## config.mk

```make
export PLATFORM = sky130hd
export DESIGN_NAME = pipe_ctrl
export DESIGN_NICKNAME = d
export VERILOG_FILES = /design/src/rtl/pipe_ctrl_pkg.sv /design/src/rtl/pipe_ctrl_hazard_detect.sv /design/src/rtl/pipe_ctrl.sv
export SDC_FILE = /design/constraint.sdc
export NUM_CORES = 1
export LEC_CHECK = 0
export CORE_AREA = 2 2 88 90
export DETAILED_ROUTE_END_ITERATION = 8
export DIE_AREA = 0 0 90 92
export GPL_TIMING_DRIVEN = 1
export PLACE_DENSITY = 0.83
export SYNTH_ARGS = -nofsm -noshare
export SYNTH_HDL_FRONTEND = slang
export SYNTH_SLANG_ARGS = --single-unit
```

## constraint.sdc

```tcl
create_clock -name clk -period 6 [get_ports clk]
set_input_delay 1.8 -clock clk [delete_from_list [all_inputs] [get_ports clk]]
set_output_delay 1.8 -clock clk [all_outputs]
set_load 0.01 [all_outputs]
```

## src/rtl/pipe_ctrl_pkg.sv

```systemverilog
// Shared definitions for the pipeline hazard/sequencing controller.
// Holds the FSM state encoding, the zero-register index and the redirect address width.
// Imported by pipe_ctrl and hazard_detect.
package pipe_ctrl_pkg;

  localparam logic [1:0] PC_INIT     = 2'd0;
  localparam logic [1:0] PC_RUN      = 2'd1;
  localparam logic [1:0] PC_MEM_WAIT = 2'd2;
  localparam logic [1:0] PC_ERR      = 2'd3;

  localparam logic [4:0] REG_ZERO = 5'd0;

  localparam int JUMP_ADDR_W = 64;

  typedef enum logic [1:0] {
    ST_INIT     = PC_INIT,
    ST_RUN      = PC_RUN,
    ST_MEM_WAIT = PC_MEM_WAIT,
    ST_ERR      = PC_ERR
  } state_e;

endpackage

```

## src/rtl/pipe_ctrl_hazard_detect.sv

```systemverilog
// hazard_detect: combinational load-use comparator between the EX load and the ID sources.
// Latency: 0 cycles (pure combinational).
// Ports: ex_is_load_i/ex_rd_i from EX, id_rs*_i/id_rs*_ren_i from ID, lu_o = load-use hazard.
module hazard_detect
  import pipe_ctrl_pkg::*;
(
  input  logic       ex_is_load_i,
  input  logic [4:0] ex_rd_i,
  input  logic [4:0] id_rs1_i,
  input  logic [4:0] id_rs2_i,
  input  logic       id_rs1_ren_i,
  input  logic       id_rs2_ren_i,
  output logic       lu_o
);

  logic rs1_hit;
  logic rs2_hit;

  assign rs1_hit = id_rs1_ren_i && (id_rs1_i == ex_rd_i);
  assign rs2_hit = id_rs2_ren_i && (id_rs2_i == ex_rd_i);

  // x0 is hardwired to zero, so a load into it never creates a dependency.
  assign lu_o = ex_is_load_i && (ex_rd_i != REG_ZERO) && (rs1_hit || rs2_hit);

endmodule

```

## src/rtl/pipe_ctrl.sv

```systemverilog
// pipe_ctrl: hold/flush/redirect controller for the five-stage RV64 pipeline, with memory-wait watchdog.
// Latency: all controls combinational from state and inputs, effective at the next clk edge.
// Ports: hazard inputs (load-use, redirect, mem wait) -> hold_*/flush_*/jump_* outputs, mem_err_o,
//        stall_cnt_o/flush_cnt_o (live only when PIPE_PERF_EN is defined, else tied to 0).
module pipe_ctrl
  import pipe_ctrl_pkg::*;
#(
  parameter int MEM_TIMEOUT = 255,
  parameter int CNT_W       = 32
) (
  input  logic                   clk,
  input  logic                   rst,
  input  logic                   ex_is_load_i,
  input  logic [4:0]             ex_rd_i,
  input  logic [4:0]             id_rs1_i,
  input  logic [4:0]             id_rs2_i,
  input  logic                   id_rs1_ren_i,
  input  logic                   id_rs2_ren_i,
  input  logic                   jump_en_i,
  input  logic [JUMP_ADDR_W-1:0] jump_addr_i,
  input  logic                   mem_req_i,
  input  logic                   mem_ready_i,
  output logic                   hold_pc_o,
  output logic                   hold_if_id_o,
  output logic                   hold_id_ex_o,
  output logic                   hold_ex_mem_o,
  output logic                   flush_if_id_o,
  output logic                   flush_id_ex_o,
  output logic                   flush_ex_mem_o,
  output logic                   flush_mem_wb_o,
  output logic                   jump_en_o,
  output logic [JUMP_ADDR_W-1:0] jump_addr_o,
  output logic                   mem_err_o,
  output logic [CNT_W-1:0]       stall_cnt_o,
  output logic [CNT_W-1:0]       flush_cnt_o
);

  localparam int WAIT_W = $clog2(MEM_TIMEOUT + 1);
  localparam logic [WAIT_W-1:0] TIMEOUT_CNT = WAIT_W'(MEM_TIMEOUT);

  state_e            state_q, state_d;
  logic [WAIT_W-1:0] wait_q, wait_d;
  logic [WAIT_W-1:0] wait_inc;

  logic lu;
  logic mw;
  logic run_eval;

  logic hold_pc_c, hold_if_id_c, hold_id_ex_c, hold_ex_mem_c;
  logic flush_if_id_c, flush_id_ex_c, flush_ex_mem_c, flush_mem_wb_c;
  logic jump_en_c;

  hazard_detect u_hazard_detect (
    .ex_is_load_i (ex_is_load_i),
    .ex_rd_i      (ex_rd_i),
    .id_rs1_i     (id_rs1_i),
    .id_rs2_i     (id_rs2_i),
    .id_rs1_ren_i (id_rs1_ren_i),
    .id_rs2_ren_i (id_rs2_ren_i),
    .lu_o         (lu)
  );

  assign mw       = mem_req_i && !mem_ready_i;
  assign wait_inc = wait_q + WAIT_W'(1);

  always_ff @(posedge clk or posedge rst) begin
    if (rst) begin
      state_q <= ST_INIT;
      wait_q  <= '0;
    end else begin
      state_q <= state_d;
      wait_q  <= wait_d;
    end
  end

  always_comb begin
    state_d        = state_q;
    wait_d         = wait_q;
    run_eval       = 1'b0;
    hold_pc_c      = 1'b0;
    hold_if_id_c   = 1'b0;
    hold_id_ex_c   = 1'b0;
    hold_ex_mem_c  = 1'b0;
    flush_if_id_c  = 1'b0;
    flush_id_ex_c  = 1'b0;
    flush_ex_mem_c = 1'b0;
    flush_mem_wb_c = 1'b0;
    jump_en_c      = 1'b0;

    case (state_q)
      ST_INIT: begin
        flush_if_id_c  = 1'b1;
        flush_id_ex_c  = 1'b1;
        flush_ex_mem_c = 1'b1;
        flush_mem_wb_c = 1'b1;
        wait_d         = '0;
        state_d        = ST_RUN;
      end
      ST_RUN: begin
        run_eval = 1'b1;
      end
      ST_MEM_WAIT: begin
        // The completing cycle behaves exactly like a RUN cycle.
        if (mem_ready_i) begin
          run_eval = 1'b1;
        end else begin
          hold_pc_c      = 1'b1;
          hold_if_id_c   = 1'b1;
          hold_id_ex_c   = 1'b1;
          hold_ex_mem_c  = 1'b1;
          flush_mem_wb_c = 1'b1;
          wait_d         = wait_inc;
          if (wait_inc == TIMEOUT_CNT) begin
            state_d = ST_ERR;
          end
        end
      end
      ST_ERR: begin
        hold_pc_c      = 1'b1;
        hold_if_id_c   = 1'b1;
        hold_id_ex_c   = 1'b1;
        hold_ex_mem_c  = 1'b1;
        flush_mem_wb_c = 1'b1;
      end
      default: begin
        state_d = ST_INIT;
      end
    endcase

    if (run_eval) begin
      wait_d  = '0;
      state_d = ST_RUN;
      if (mw) begin
        hold_pc_c      = 1'b1;
        hold_if_id_c   = 1'b1;
        hold_id_ex_c   = 1'b1;
        hold_ex_mem_c  = 1'b1;
        flush_mem_wb_c = 1'b1;
        state_d        = ST_MEM_WAIT;
      end else if (jump_en_i) begin
        // The instruction in ID is squashed, so any load-use against it is moot.
        jump_en_c     = 1'b1;
        flush_if_id_c = 1'b1;
        flush_id_ex_c = 1'b1;
      end else if (lu) begin
        hold_pc_c     = 1'b1;
        hold_if_id_c  = 1'b1;
        flush_id_ex_c = 1'b1;
      end
    end
  end

  // Outputs are forced low while reset is held, independent of the clock.
  assign hold_pc_o      = hold_pc_c      && !rst;
  assign hold_if_id_o   = hold_if_id_c   && !rst;
  assign hold_id_ex_o   = hold_id_ex_c   && !rst;
  assign hold_ex_mem_o  = hold_ex_mem_c  && !rst;
  assign flush_if_id_o  = flush_if_id_c  && !rst;
  assign flush_id_ex_o  = flush_id_ex_c  && !rst;
  assign flush_ex_mem_o = flush_ex_mem_c && !rst;
  assign flush_mem_wb_o = flush_mem_wb_c && !rst;
  assign jump_en_o      = jump_en_c      && !rst;
  assign jump_addr_o    = jump_en_o ? jump_addr_i : '0;
  assign mem_err_o      = (state_q == ST_ERR) && !rst;

`ifdef PIPE_PERF_EN
  logic [CNT_W-1:0] stall_cnt_q;
  logic [CNT_W-1:0] flush_cnt_q;

  always_ff @(posedge clk or posedge rst) begin
    if (rst) begin
      stall_cnt_q <= '0;
      flush_cnt_q <= '0;
    end else begin
      if (hold_pc_o && (stall_cnt_q != '1)) begin
        stall_cnt_q <= stall_cnt_q + CNT_W'(1);
      end
      // The INIT bubble is a reset artefact, not a pipeline flush.
      if ((flush_if_id_o || flush_id_ex_o) && (state_q != ST_INIT) && (flush_cnt_q != '1)) begin
        flush_cnt_q <= flush_cnt_q + CNT_W'(1);
      end
    end
  end

  assign stall_cnt_o = stall_cnt_q;
  assign flush_cnt_o = flush_cnt_q;
`else
  assign stall_cnt_o = '0;
  assign flush_cnt_o = '0;
`endif

endmodule

```

* Yosys cells after proc, flatten, opt, wreduce, memory -nomap -nowiden
Cells that the tools add are included.
** Storage, ports and cells
- Flip-flop bits (word level) :: 10
- Bits of input ports :: 87
- Output and inout bits :: 138
- Word-level logic and storage cells :: 66
** Operators by class
- $add $sub $neg :: 1
- Equality and inequality tests :: 8
- Muxes and demuxes :: 33
- Reduce and logical (&&, ||, !) cells :: 22
** Operators by type and width (number)
- $mux W64 :: 1
- $mux W1 :: 21
- $mux W8 :: 2
- $pmux W8 S2 :: 1
- $logic_and A1 B1 Y1 :: 13
- $eq A5 B5 Y1 :: 2
- $add A8 B1 Y8 const B :: 1
- $eq A8 B8 Y1 const B :: 1
- $mux W2 :: 4
- $ne A3 B3 Y1 const B :: 2
- $pmux W1 S2 :: 3
- $reduce_bool A5 Y1 :: 1
- $eq A2 B2 Y1 const B :: 2
- $pmux W2 S2 :: 1
- $reduce_and A3 Y1 :: 1
- $reduce_bool A3 Y1 :: 1
- $eq A2 B1 Y1 const B :: 1
- $logic_not A1 Y1 :: 2
- $logic_not A2 Y1 :: 1
- $reduce_and A2 Y1 :: 1
- $reduce_or A2 Y1 :: 1
- $logic_or A1 B1 Y1 :: 1

* Depth between registers and ports, before layout
Gate-level depths: netlist (run 1).
- Depth in word-level cells :: 9
- Depth in mapped cells :: 9
- Gate-level depth less buffers :: 7

* Cells and area by module
Synthesis (run 1) repeated with hierarchy kept, for this count alone.
** Unflattened totals
- Cells, all modules :: 269
- Area, all modules :: 1976.9 µm²
** By module, submodules not included
- pipe_ctrl :: instances 1, cells an instance 252, area each 1843.0 µm², sequential area each 250.2 µm²
- hazard_detect :: instances 1, cells an instance 17, area each 133.9 µm², sequential area each 0.0 µm²

* Worst setup path after synthesis (run 1)
OpenSTA, ideal clock, no wires.
- Path kind :: input -> output
- Start :: input ex_rd_i[1]
- End :: output hold_pc_o
- Arrival :: 2822 ps
- Data required time :: 4200 ps
- Setup slack :: 1378 ps
- Stages on the path :: 4
- Path buffers :: 1
- Cell sequence :: or4_1 -> o211ai_1 -> o21bai_1 -> buf_4
** On the way
- Word-level cells in the longest chain between the ends :: 9
** RTL lines
- start: declaration :: line pipe_ctrl.sv:14 : input logic [4:0] ex_rd_i,
- $eq A5 B5 Y1 (on tied branches) :: line pipe_ctrl_hazard_detect.sv:19, pipe_ctrl_hazard_detect.sv:20
- $logic_and A1 B1 Y1 (on tied branches) :: line pipe_ctrl_hazard_detect.sv:19, pipe_ctrl_hazard_detect.sv:20
- $logic_or A1 B1 Y1 :: line pipe_ctrl_hazard_detect.sv:23 : assign lu_o = ex_is_load_i && (ex_rd_i != REG_ZERO) && (rs1_hit || rs2_hit);
- $logic_and A1 B1 Y1 * :: line pipe_ctrl_hazard_detect.sv:23
- $mux W1 * (4 in series)
- $logic_and A1 B1 Y1 *
- end: declaration :: line pipe_ctrl.sv:23 : output logic hold_pc_o,
Mark *: on every way between the ends. The rest lies on a longest branch, timed or not.

* Worst setup path after layout (run 1)
- Start :: input mem_ready_i
- End :: output jump_addr_o[44]
** On the way
- Word-level cells in the longest chain between the ends :: 6
** RTL lines
- start: declaration :: line pipe_ctrl.sv:22 : input logic mem_ready_i,
- branches (longest 3 deep; another with $pmux W1 S2)
- $mux W1 * :: line pipe_ctrl.sv:130 : if (run_eval) begin
- $logic_and A1 B1 Y1 * :: line pipe_ctrl.sv:162 : assign jump_en_o = jump_en_c && !rst;
- $mux W64 * :: line pipe_ctrl.sv:163 : assign jump_addr_o = jump_en_o ? jump_addr_i : '0;
- end: declaration :: line pipe_ctrl.sv:32 : output logic [JUMP_ADDR_W-1:0] jump_addr_o,
Mark *: on every way between the ends.

==> results of run 1 <==
[per-stage QoR]
stage               instances  total power, mW  hold slack (ns)  util [%]  cell area, µm²
global route              516            0.685            0.614      45.2            3370
CTS                       516            0.634            0.555      45.2            3370
floorplan                 330            0.364            0.496         -            2130
finish                    516            0.631            0.563      45.2            3370
detailed placement        513            0.561            0.539      44.7            3330
global placement          513            0.550            0.517      44.7            3330
[critical path: stages]
cell             delay [ns]
clkdlybuf4s50_1        0.52
o21ai_1                0.08
o21ai_1                0.08
and3_2                 0.38
buf_12                 0.24
and3_1                 0.19
clkdlybuf4s50_1        0.55
[cell families (layout without fill, tap and decap cells)]
group / Yosys count / after routing / share of synthesized area (%)
simple gates: 114 / 114 / 33.6
mux: 3 / 3 / 1.59
flops: 10 / 10 / 13.2
fa+ha+maj: 7 / 7 / 4.63
compound gates: 29 / 29 / 9.25
other cells: 1 / 64 / 0.198
xor+xnor: 12 / 12 / 5.55
buf+inv: 91 / 175 / 32.0
[sequential cells by signal, indices dropped and copies added (netlist names)]
| name | count |
|---|---|
| wait_q | 8 |
| state_q | 2 |
[path summary, 6_finish.rpt]
path	endpoint	cells past startpoint	from
worst max-delay path	jump_addr_o[44]	7	mem_ready_i
worst max register to register	state_q[0]	6	state_q[0]
worst min-delay path	wait_q[7]	2	wait_q[7]
min in group asynchronous	wait_q[6]	3	rst
max in group asynchronous	wait_q[4]	3	rst
worst min register to register	wait_q[7]	2	wait_q[7]
[power by group through the flow]
| stage | registers [mW] | logic, mW | clock network [mW] |
|---|---|---|---|
| after global placement | 0.0825 | 0.468 | 0 |
| after global routing | 0.0835 | 0.525 | 0.0773 |
| after CTS | 0.0825 | 0.481 | 0.0709 |
| after floorplan | 0.0811 | 0.282 | 0 |
| after detailed placement | 0.0834 | 0.477 | 0 |
| final | 0.0828 | 0.480 | 0.0684 |
[layout by cell type, fill, tap and decap left out, types with 7 or more instances in the layout]
cell and instances:
clkdlybuf4s50_1 160, and3_1 64, conb_1 64, nor2_1 18
nand2_1 12, xnor2_1 10, dfrtp_1 10, o21ai_0 9
inv_1 8, ha_1 7
[metal layers]
layer / global-route usage, % / routed length (µm) / vias up
met4: 4.36 / 93 / 0
met2: 26.6 / 3460 / 127
li1: - / - / 1076
met1: 16.7 / 2530 / 1014
met3: 2.38 / 487 / 9
met5: 0 / 0 / -
[area by class of cell]
type | instances | area share [%]
repair buffers | 164 | 48.8
multi-input cells | 229 | 37.9
flip-flops and latches | 10 | 7.43
well taps | 102 | 3.79
clock buffers | 3 | 1.23
inverters | 8 | 0.892
==> run_results.csv, run 1 <==
group,metric,value,unit
run_status,status,"completed",
floorplanning,die_w,90,µm
drt,viasPerCell,4.31,
cts,postCtsHoldBufs,0,
power_and_ir_drop,clkPwrFrac,10.8,%
power_and_ir_drop,p_sw_share,42.2,%
timing,setup_slack,0.359,ns
power_and_ir_drop,p_seq_share,13.1,%
logic_synthesis,yosysSeqAreaShare,13.2,%
power_and_ir_drop,ir_drop,0.184,mV
drt,wire_per_inst,12.7,µm
placed_design,place_hpwl,5360,µm
floorplanning,die-area,8280,µm²
cts,ctsResizeCount,0,
drt,drtIter0Drc,47,
logic_synthesis,yosys.area.top_type,"buf_4",
logic_synthesis,synth_most_common_cell,"buf_4",
timing,min_period_over_period,94.0,%
power_and_ir_drop,switching_power,0.266,mW
cts,root_buffer,"clkbuf_8",
layout,nets,510,
placed_design,gp_congestion,0.863,
cts,cts_inserted_buffers,3,
timing,report.final.slew_viol_count,0,
power_and_ir_drop,power_density,187,nW/µm²
global_route,grt_max_degree,51,
timing,setup_viol,0,
logic_synthesis,ys_top_cells_by_count,"66 x buf_4, 65 x and3_1, 18 x nor2_1",
power_and_ir_drop,comb_power_share,76.0,%
global_route,antenna_found_initial,0,
drt,dr.pass1.iters,5,
logic_synthesis,synth_edf_count,0,
hold_path,hp-class,"flop to flop",
drt,detail-route-antenna-nets,0,
floorplanning,io_pins,225,
logic_synthesis,synth.top_cell.area_share,26.2,%
timing,skew,0.000614,ns
cts,tritoncts,"built",
logic_synthesis,ys_types,38,
global_route,grt_pass1_wl,9920,µm
layout,drive_gt1_share,2.66,%
cts,path_clk_slew,0.04,ns
setup_path,timing_worst_setup_path_type,"primary input to primary output",
power_and_ir_drop,power.leakage,1.61,nW
timing,hold_violations,0,
timing,min_period,5.64,ns
setup_path,end_kind,"primary output",
logic_synthesis,synth_area_leaders,"buf_4 26%, and3_1 21%, dfrtp_1 13%",
setup_path,worstSetupStartpointType,"primary input",
timing,fmax,177,MHz
floorplanning,rows,32,
placed_design,pre_cts_ws,0.360,ns
layout,regArea,250,µm²
global_route,grt_pass1_vias,1971,
cts,post_cts_buffers,0,
floorplanning,start_util,25.4,%
logic_synthesis,yosysWarnings,0,
cts,h-tree-depth,1,
drt,drc,0,
cts,cts_sinks,10,
logic_synthesis,yosys_most_used_dff,"dfrtp_1",
cts,clock_latency,0.23,ns
layout,multiInputGateArea,1270,µm²
setup_path,arrival,3.84,ns
timing,fin_setup_tns,0,ns
logic_synthesis,ys_ff_latch,10,
layout,num_antenna_cells,0,
logic_synthesis,synth_area_per_cell,7.09,µm²
global_route,grt_usage,14.3,%
setup_path,critPathRequiredTime,4.20,ns
logic_synthesis,async_flop_share,100,%
placed_design,numPortBuffers,160,
cts,clk_path_buf_depth,2,
setup_path,ff2ff_setup_slack,4.09,ns
timing,grt_setup_unrepaired,"no",
global_route,gr-total-overflow,0,
drt,finalWirelength,6570,µm
floorplanning,core_area,7450,µm²
logic_synthesis,synth_area,1890,µm²
setup_path,path_max_fanout,50,
run,max_cap_violations,0,
layout,fillers,738,
floorplanning,die_h,92,µm
drt,via_count,2226,
logic_synthesis,synth_cells,267,
layout,syn_to_final_growth,77.9,%
power_and_ir_drop,p_int,0.365,mW
Note: power is estimated with default switching activity, not from simulation.
==> run 2, diff against run 1 <==
--- a/config.mk
+++ b/config.mk
@@ -8,7 +8,7 @@
 export CORE_AREA = 2 2 88 90
 export DETAILED_ROUTE_END_ITERATION = 8
 export DIE_AREA = 0 0 90 92
-export GPL_TIMING_DRIVEN = 1
+export GPL_TIMING_DRIVEN = 0
 export PLACE_DENSITY = 0.83
 export SYNTH_ARGS = -nofsm -noshare
 export SYNTH_HDL_FRONTEND = slang
==> run_results.csv, run 2 (same netlist as run 1, synthesis figures left out) <==
group,metric,value,unit
timing,grt_setup_unrepaired,"no",
cts,tritoncts,"built",
drt,met2_length,3840,µm
timing,fmax,174,MHz
placed_design,pre_cts_ws,-0.0649,ns
layout,nets,591,
timing,report.final.slew_viol_count,0,
global_route,grt_usage,15.7,%
timing,hold_violations,0,
drt,via_count,2432,
timing,min_period_over_period,95.6,%
floorplanning,die-area,8280,µm²
layout,num_antenna_cells,0,
cts,h-tree-depth,1,
setup_path,timing_worst_setup_path_type,"primary input to primary output",
drt,wl_met1,2800,µm
layout,layout_commonest_cell,"clkdlybuf4s50_1",
drt,drtIter0Drc,77,
placed_design,gp_congestion,0.845,
layout,largest_register_ffs,8,
cts,root_buffer,"clkbuf_8",
setup_path,arrival,3.94,ns
drt,detail-route-antenna-nets,0,
layout,syn_to_final_growth,107,%
timing,fin_setup_tns,0,ns
timing,setup_slack,0.264,ns
drt,drc,0,
cts,postCtsHoldBufs,0,
timing,skew,0.00311,ns
global_route,gr-total-overflow,0,
floorplanning,start_util,25.4,%
power_and_ir_drop,power_density,173,nW/µm²
layout,final_cell_mix,"160 x clkdlybuf4s50_1, 68 x buf_4, 65 x and3_1, 64 x conb_1, 18 x nor2_1",
cts,cts_sinks,10,
setup_path,critPathRequiredTime,4.20,ns
floorplanning,io_pins,225,
setup_path,end_kind,"primary output",
layout,final_cells,597,
power_and_ir_drop,power.leakage,2.00,nW
layout,largestRegisters,"wait_q: 8 flops, state_q: 2 flops",
run,max_cap_violations,0,
hold_path,hold_path.startpoint,"wait_q[7]",
placed_design,place_hpwl,6300,µm
setup_path,path_max_fanout,10,
drt,finalWirelength,7230,µm
global_route,antenna_found_initial,0,
layout,regMostFlops,"wait_q",
global_route,grt_pass1_wl,11000,µm
timing,timing.hold.ws,0.537,ns
drt,wl_met3,519,µm
cts,path_clk_slew,0.05,ns
floorplanning,core_area,7450,µm²
setup_path,r2r-start,"state_q[1]",
cts,cts_inserted_buffers,3,
drt,wire_per_inst,12.1,µm
setup_path,worstSetupStartpointType,"primary input",
timing,min_period,5.74,ns
cts,clock_latency,0.23,ns
power_and_ir_drop,total_power,0.677,mW
timing,setup_viol,0,
placed_design,dp_cells,592,
drt,dr.pass1.iters,6,
floorplanning,die_h,92,µm
drt,top_layer_used,"met4",
layout,drive_gt1_share,16.8,%
hold_path,hp-class,"flop to flop",
drt,viasPerCell,4.07,
global_route,grt_max_degree,12,
cts,clk_path_buf_depth,2,
placed_design,numPortBuffers,160,
global_route,grt_pass1_vias,2268,
floorplanning,rows,32,
setup_path,startpoint,"rst",
floorplanning,die_w,90,µm
power_and_ir_drop,ir_drop,0.166,mV
run_status,status,"completed",
[run 2: final cells by class]
type,instances,area (µm²)
Tap cell,102,128
Clock buffer,3,41.3
Inverter,8,33.8
Sequential cell,10,250
Fill cell,707,3530
Timing Repair Buffer,162,1620
Multi-Input combinational cell,229,1270
Buffer,83,576
[run 2: final timing paths]
kind | slack (ns) | cells after the start | end
hold reg to reg | 0.54 | 2 | wait_q[7]
setup / recovery | 0.26 | 7 | jump_addr_o[5]
max in group asynchronous | 3.79 | 3 | wait_q[2]
hold / removal | 0.54 | 2 | wait_q[7]
min in group asynchronous | 2.08 | 3 | state_q[0]
setup reg to reg | 4.14 | 7 | wait_q[5]
[run 2: critical path: stages]
cell             delay (ns)
clkdlybuf4s50_1        0.54
clkinvlp_4             0.15
and3_1                 0.22
buf_2                  0.24
clkbuf_2               0.22
and3_1                 0.20
clkdlybuf4s50_1        0.56
[run 2: layer usage]
| layer | global-route usage, % | vias to the layer above |
|---|---|---|
| met1 | 17.8 | 1067 |
| met3 | 2.79 | 10 |
| met2 | 30.8 | 116 |
| met4 | 3.08 | 0 |
| li1 | - | 1239 |
| met5 | 0 | - |
[run 2: repair_timing]
action,4_1_cts,5_1_grt
buffers inserted,0,2
setup endpoints to repair,45,50
gates resized for setup,1,0
[run 2: per-stage QoR]
stage	util (%)	instance area, µm²
global route	52.6	3920
finish	52.6	3920
global placement	51.8	3860
floorplan	-	2130
CTS	52.4	3900
detailed placement	51.8	3860
[run 2: power by group]
group	total, mW	internal [mW]	switching (mW)
clock	0.0693	0.0439	0.0254
sequential	0.0828	0.0739	0.00890
combinational	0.525	0.281	0.244
total	0.677	0.399	0.278
